===== src/rtl/pipe_pkg.sv =====
// Purpose: shared types and widths for the pipeline skid-register stage.
// Contents: pipe_state_t (stage occupancy state), COUNT_W (width of the count port).
package pipe_pkg;

   localparam int unsigned COUNT_W = 2;

   typedef enum logic [1:0] {
      PS_EMPTY = 2'd0,
      PS_BUSY  = 2'd1,
      PS_FULL  = 2'd2
   } pipe_state_t;

endpackage


===== src/rtl/pipe_data_reg.sv =====
// Purpose: single payload register with synchronous active-high reset and load enable.
// Ports:
//   clk   in  rising-edge clock
//   rst   in  synchronous reset, active-high, loads RST_VALUE
//   load  in  capture d on the next edge
//   d     in  DATA_WIDTH payload to capture
//   q     out DATA_WIDTH registered payload
module pipe_data_reg #(
   parameter int unsigned           DATA_WIDTH = 32,
   parameter logic [DATA_WIDTH-1:0] RST_VALUE  = '0
) (
   input  logic                  clk,
   input  logic                  rst,
   input  logic                  load,
   input  logic [DATA_WIDTH-1:0] d,
   output logic [DATA_WIDTH-1:0] q
);

   logic [DATA_WIDTH-1:0] data_q;
   logic [DATA_WIDTH-1:0] data_d;

   // Hold unless loading.
   always_comb begin
      data_d = data_q;
      if (load) begin
         data_d = d;
      end
   end

   always_ff @(posedge clk) begin
      if (rst) begin
         data_q <= RST_VALUE;
      end else begin
         data_q <= data_d;
      end
   end

   assign q = data_q;

endmodule


===== src/rtl/pipe_skid_reg.sv =====
// Purpose: two-entry pipeline stage (main + skid) with valid/ready handshake and flush.
//   in_ready depends only on the state flop, so no combinational path from out_ready.
// Ports:
//   clk, rst            clock and synchronous active-high reset
//   flush               kill stage contents (any same-cycle acceptance is discarded)
//   in_valid/in_ready   upstream handshake, in_data payload
//   out_valid/out_ready downstream handshake, out_data is always the main register
//   count               entries held: 0, 1 or 2
module pipe_skid_reg
   import pipe_pkg::*;
#(
   parameter int unsigned           DATA_WIDTH = 32,
   parameter logic [DATA_WIDTH-1:0] RST_VALUE  = '0
) (
   input  logic                  clk,
   input  logic                  rst,
   input  logic                  flush,
   input  logic                  in_valid,
   output logic                  in_ready,
   input  logic [DATA_WIDTH-1:0] in_data,
   output logic                  out_valid,
   input  logic                  out_ready,
   output logic [DATA_WIDTH-1:0] out_data,
   output logic [COUNT_W-1:0]    count
);

   pipe_state_t           state_q;
   pipe_state_t           state_d;
   logic                  acc;
   logic                  pop;
   logic                  main_load;
   logic                  skid_load;
   logic                  main_from_skid;
   logic [DATA_WIDTH-1:0] main_d;
   logic [DATA_WIDTH-1:0] skid_q;

   // Handshake outputs decoded from the state flop only.
   assign out_valid = (state_q != PS_EMPTY);
   assign in_ready  = (state_q != PS_FULL);
   assign acc       = in_valid & in_ready;
   assign pop       = out_valid & out_ready;

   // Next state and data-register load controls.
   always_comb begin
      state_d        = state_q;
      main_load      = 1'b0;
      skid_load      = 1'b0;
      main_from_skid = 1'b0;
      if (flush) begin
         // Data registers hold; only occupancy is cleared.
         state_d = PS_EMPTY;
      end else begin
         unique case (state_q)
            PS_EMPTY: begin
               if (acc) begin
                  main_load = 1'b1;
                  state_d   = PS_BUSY;
               end
            end
            PS_BUSY: begin
               if (acc && pop) begin
                  main_load = 1'b1;
               end else if (acc) begin
                  skid_load = 1'b1;
                  state_d   = PS_FULL;
               end else if (pop) begin
                  state_d = PS_EMPTY;
               end
            end
            PS_FULL: begin
               // in_ready is low here, so only a pop can happen.
               if (pop) begin
                  main_load      = 1'b1;
                  main_from_skid = 1'b1;
                  state_d        = PS_BUSY;
               end
            end
            default: state_d = PS_EMPTY;
         endcase
      end
   end

   always_ff @(posedge clk) begin
      if (rst) begin
         state_q <= PS_EMPTY;
      end else begin
         state_q <= state_d;
      end
   end

   // Main register refills from skid when draining a full stage.
   assign main_d = main_from_skid ? skid_q : in_data;

   // Occupancy count decode.
   always_comb begin
      count = COUNT_W'(0);
      unique case (state_q)
         PS_BUSY: count = COUNT_W'(1);
         PS_FULL: count = COUNT_W'(2);
         default: count = COUNT_W'(0);
      endcase
   end

   pipe_data_reg #(
      .DATA_WIDTH (DATA_WIDTH),
      .RST_VALUE  (RST_VALUE)
   ) u_main_reg (
      .clk  (clk),
      .rst  (rst),
      .load (main_load),
      .d    (main_d),
      .q    (out_data)
   );

   pipe_data_reg #(
      .DATA_WIDTH (DATA_WIDTH),
      .RST_VALUE  (RST_VALUE)
   ) u_skid_reg (
      .clk  (clk),
      .rst  (rst),
      .load (skid_load),
      .d    (in_data),
      .q    (skid_q)
   );

endmodule


===== config.mk =====
export PLATFORM = sky130hd
export DESIGN_NAME = pipe_skid_reg
export DESIGN_NICKNAME = d
export VERILOG_FILES = /design/src/rtl/pipe_pkg.sv /design/src/rtl/pipe_data_reg.sv /design/src/rtl/pipe_skid_reg.sv
export SDC_FILE = /design/constraint.sdc
export NUM_CORES = 1
export LEC_CHECK = 0
export CORE_MARGIN = 2
export CORE_UTILIZATION = 50
export CTS_BUF_LIST = sky130_fd_sc_hd__clkbuf_8
export DETAILED_ROUTE_END_ITERATION = 10
export PLACE_DENSITY = 0.84
export REMOVE_ABC_BUFFERS = 1
export SYNTH_ARGS = -nofsm -noshare
export SYNTH_HDL_FRONTEND = slang
export SYNTH_SLANG_ARGS = --single-unit
export TNS_END_PERCENT = 1

===== constraint.sdc =====
create_clock -name clk -period 1.55 [get_ports clk]
set_input_delay 0.31 -clock clk [delete_from_list [all_inputs] [get_ports clk]]
set_output_delay 0.31 -clock clk [all_outputs]
set_load 0.1 [all_outputs]

==> run_results.csv <==
group,metric,value,unit
yosys,yosysSeqAreaShare,42.9,%
timing,drv_slew,0,
critical_path,slowest_stage,"dfxtp_2",
yosys,synth_area,3080,sq um
clocking,cts-buffers-inserted,9,
placement,place_ws,-389,ps
timing,post-route-period-util,109,%
global_route,grt_pass1_wl,14400,um
placement,place_inst,456,
layout,final_layout_size_suffix_gt1_share,26.4,%
global_route,grt_pass1_vias,3062,
critical_path,crit_path_start,"state_q[0]",
placement,place_hpwl,5590,um
outcome,violations,"negative setup slack",
global_route,grt-ovfl-total,0,
clocking,clock_latency,350,ps
floorplan,ioPinCount,73,
critical_path,worstSetupPathType,"flop to flop",
timing,rsz0062_at_grt,"true",
power_and_ir_drop,powerDensity,927,nW/um^2
yosys,synth-async-reset-ratio,0,%
critical_path,worstSetupStartpointType,"flop",
critical_path,cp_cell_sequence,"and4bb_4 > clkbuf_16 > clkbuf_16 > a311oi_1 > a311oi_1",
floorplan,die_h,82.5,um
detailed_routing,via_per_inst,7.14,
clocking,htree_levels,3,
detailed_routing,drt_iter0_markers,432,
critical_path,critPathCapture,"u_main_reg.q[3]",
placement,portBuffers,72,
detailed_routing,vias,3432,
layout,final_common_cell,"dfxtp_1",
global_route,antenna_found_initial,0,
yosys,synth_edf_count,0,
clocking,cts_tree,"built",
floorplan,start_util,52.0,%
critical_path,r2r_start,"state_q[0]",
yosys,synth.avg_cell_area,9.42,sq um
clocking,clkTransAtPathRegs,70,ps
global_route,grt_max_degree,37,
clocking,cts_hold_buf,0,
timing,relSlewSlack,69.7,%
yosys,yosys_most_used_dff,"dfxtp_1",
layout,finalNetCount,438,
layout,utilization,80.9,%
critical_path,r2r-end,"u_main_reg.q[3]",
detailed_routing,routed_wl,11300,um
floorplan,dieArea,6800,sq um
flow_run,maxCapViolations,0,
timing,setup_slack,-137,ps
placement,gp_congestion,0.792,
layout,layout_common_cells,"64 x dfxtp_1, 59 x a311oi_1, 48 x buf_12, 33 x a21oi_1",
detailed_routing,drtAntennaViolNets,0,
timing,tns,-303,ps
yosys,synth_cell_types,23,
clocking,clockBufferDepth,2,
critical_path,end_kind,"flop",
critical_path,ff2ff_setup_slack,-140,ps
floorplan,rows,28,
floorplan,die_x,82.5,um
critical_path,cp_slowest_stage_delay,430,ps
timing,skew,8.24,ps
critical_path,worstPathMaxFanout,10,
global_route,grt_usage,27.9,%
critical_path,worstPathRequired,1750,ps
critical_path,reg2reg_depth,5,
detailed_routing,drc,0,
clocking,cts.sinks,66,
power_and_ir_drop,p_leak,0.00165,uW
detailed_routing,drt-pass1-iter-count,5,
power_and_ir_drop,vdd_drop_max,552,uV
timing,fin_crit,1690,ps
critical_path,cp_data_arrival_time,1890,ps
detailed_routing,post_drt_wl_per_cell,23.5,um
yosys,syn_inst,327,
layout,fill_cells,321,
layout,diodes,0,
yosys,yosysWarnings,0,
timing,hold_viol,0,
timing,fmax,593,MHz
layout,area_delta_synth_final,55.6,%
layout,stdcell_count,481,
yosys,ys_ff_latch,66,
timing,worst-slew-pin-transition,443,ps
timing,finalSetupViolations,6,
min_path,min_path_type,"input pin to flop",
clocking,cts_root_buffer,"clkbuf_8",
floorplan,core-area,5920,sq um
outcome,outcome,"complete, but fails checks",
## sequential cells by signal (all words and copies together) (netlist names)
register      count
u_main_reg.q     32
u_skid_reg.q     32
state_q           2
## worst min path at each step
stage	startpoint	end	depth (start not counted)
final	rst	u_skid_reg.q[21]	2
after global routing	rst	u_skid_reg.q[21]	2
after floorplan	rst	u_skid_reg.q[0]	1
after CTS	rst	u_skid_reg.q[21]	2
after global placement	u_skid_reg.q[14]	u_skid_reg.q[14]	2
after detailed placement	u_skid_reg.q[12]	u_skid_reg.q[12]	2
## Yosys cell counts (2+ instances only)
master	number	share of area [%]
a21oi_1	33	5.4
a311oi_1	64	18
and3b_1	2	0.57
buf_12	3	2.0
buf_2	12	2.0
buf_6	2	0.73
clkbuf_1	29	3.5
dfxtp_1	66	43
inv_1	3	0.37
mux2i_1	33	11
nand3_1	32	5.2
nor2_1	5	0.61
o21ai_0	32	5.2
or2_2	2	0.41
## per-stage QoR
| step | cell area [sq um] | total power, uW | hold WS [ps] |
|---|---|---|---|
| floorplan | 2830 | 2480 | 379 |
| global placement | 4330 | 3050 | 457 |
| detailed placement | 4330 | 3070 | 466 |
| CTS | 4520 | 4380 | 365 |
| global route | 4790 | 4550 | 391 |
| finish | 4790 | 4440 | 387 |
## critical path, delay by kind of cell (launching register included)
| kind | cells | cell delay [ps] |
|---|---|---|
| compound gates | 2 | 520 |
| flops | 1 | 430 |
| buf+inv | 2 | 330 |
| simple gates | 1 | 250 |
## where the power goes
group          leakage (uW)  switching [uW]  total, uW  internal [uW]
sequential         0.000539            81.6       1850           1760
combinational       0.00101             767       1240            477
clock              0.000105             656       1350            695
total               0.00165            1510       4440           2940
## layout make-up
class | count | area, sq um | area share (%)
Clock buffer | 12 | 165 | 3.45
Clock inverter | 4 | 17.5 | 0.366
Inverter | 3 | 11.3 | 0.235
Multi-Input combinational cell | 212 | 1550 | 32.3
Sequential cell | 66 | 1330 | 27.7
Tap cell | 75 | 93.8 | 1.96
Timing Repair Buffer | 109 | 1630 | 34.0
## cell families (layout without fill, tap and decap cells)
group,count (synthesis),in the layout,share of synthesized area (%)
AOI/OAI and AO/OA,132,132,29.6
DFF,66,66,42.9
and+or+nand+nor,47,47,8.25
muxes,33,33,10.7
buffers and inverters,49,128,8.53
## metal layers
layer,global-route usage [%],routed length [um],up-vias
li1,-,-,1439
met2,46.5,5330,285
met5,0,0,-
met4,13.3,593,0
met1,33.9,4240,1633
met3,6.52,1160,75
## what timing repair did
item                       CTS  global route
gates resized for setup      5            20
pin swaps                    1             7
setup buffers                0             1
setup endpoints to repair    7            46
cloned                       0             8
hold endpoints to repair     0             0
Power figures use the tool's default switching activity.
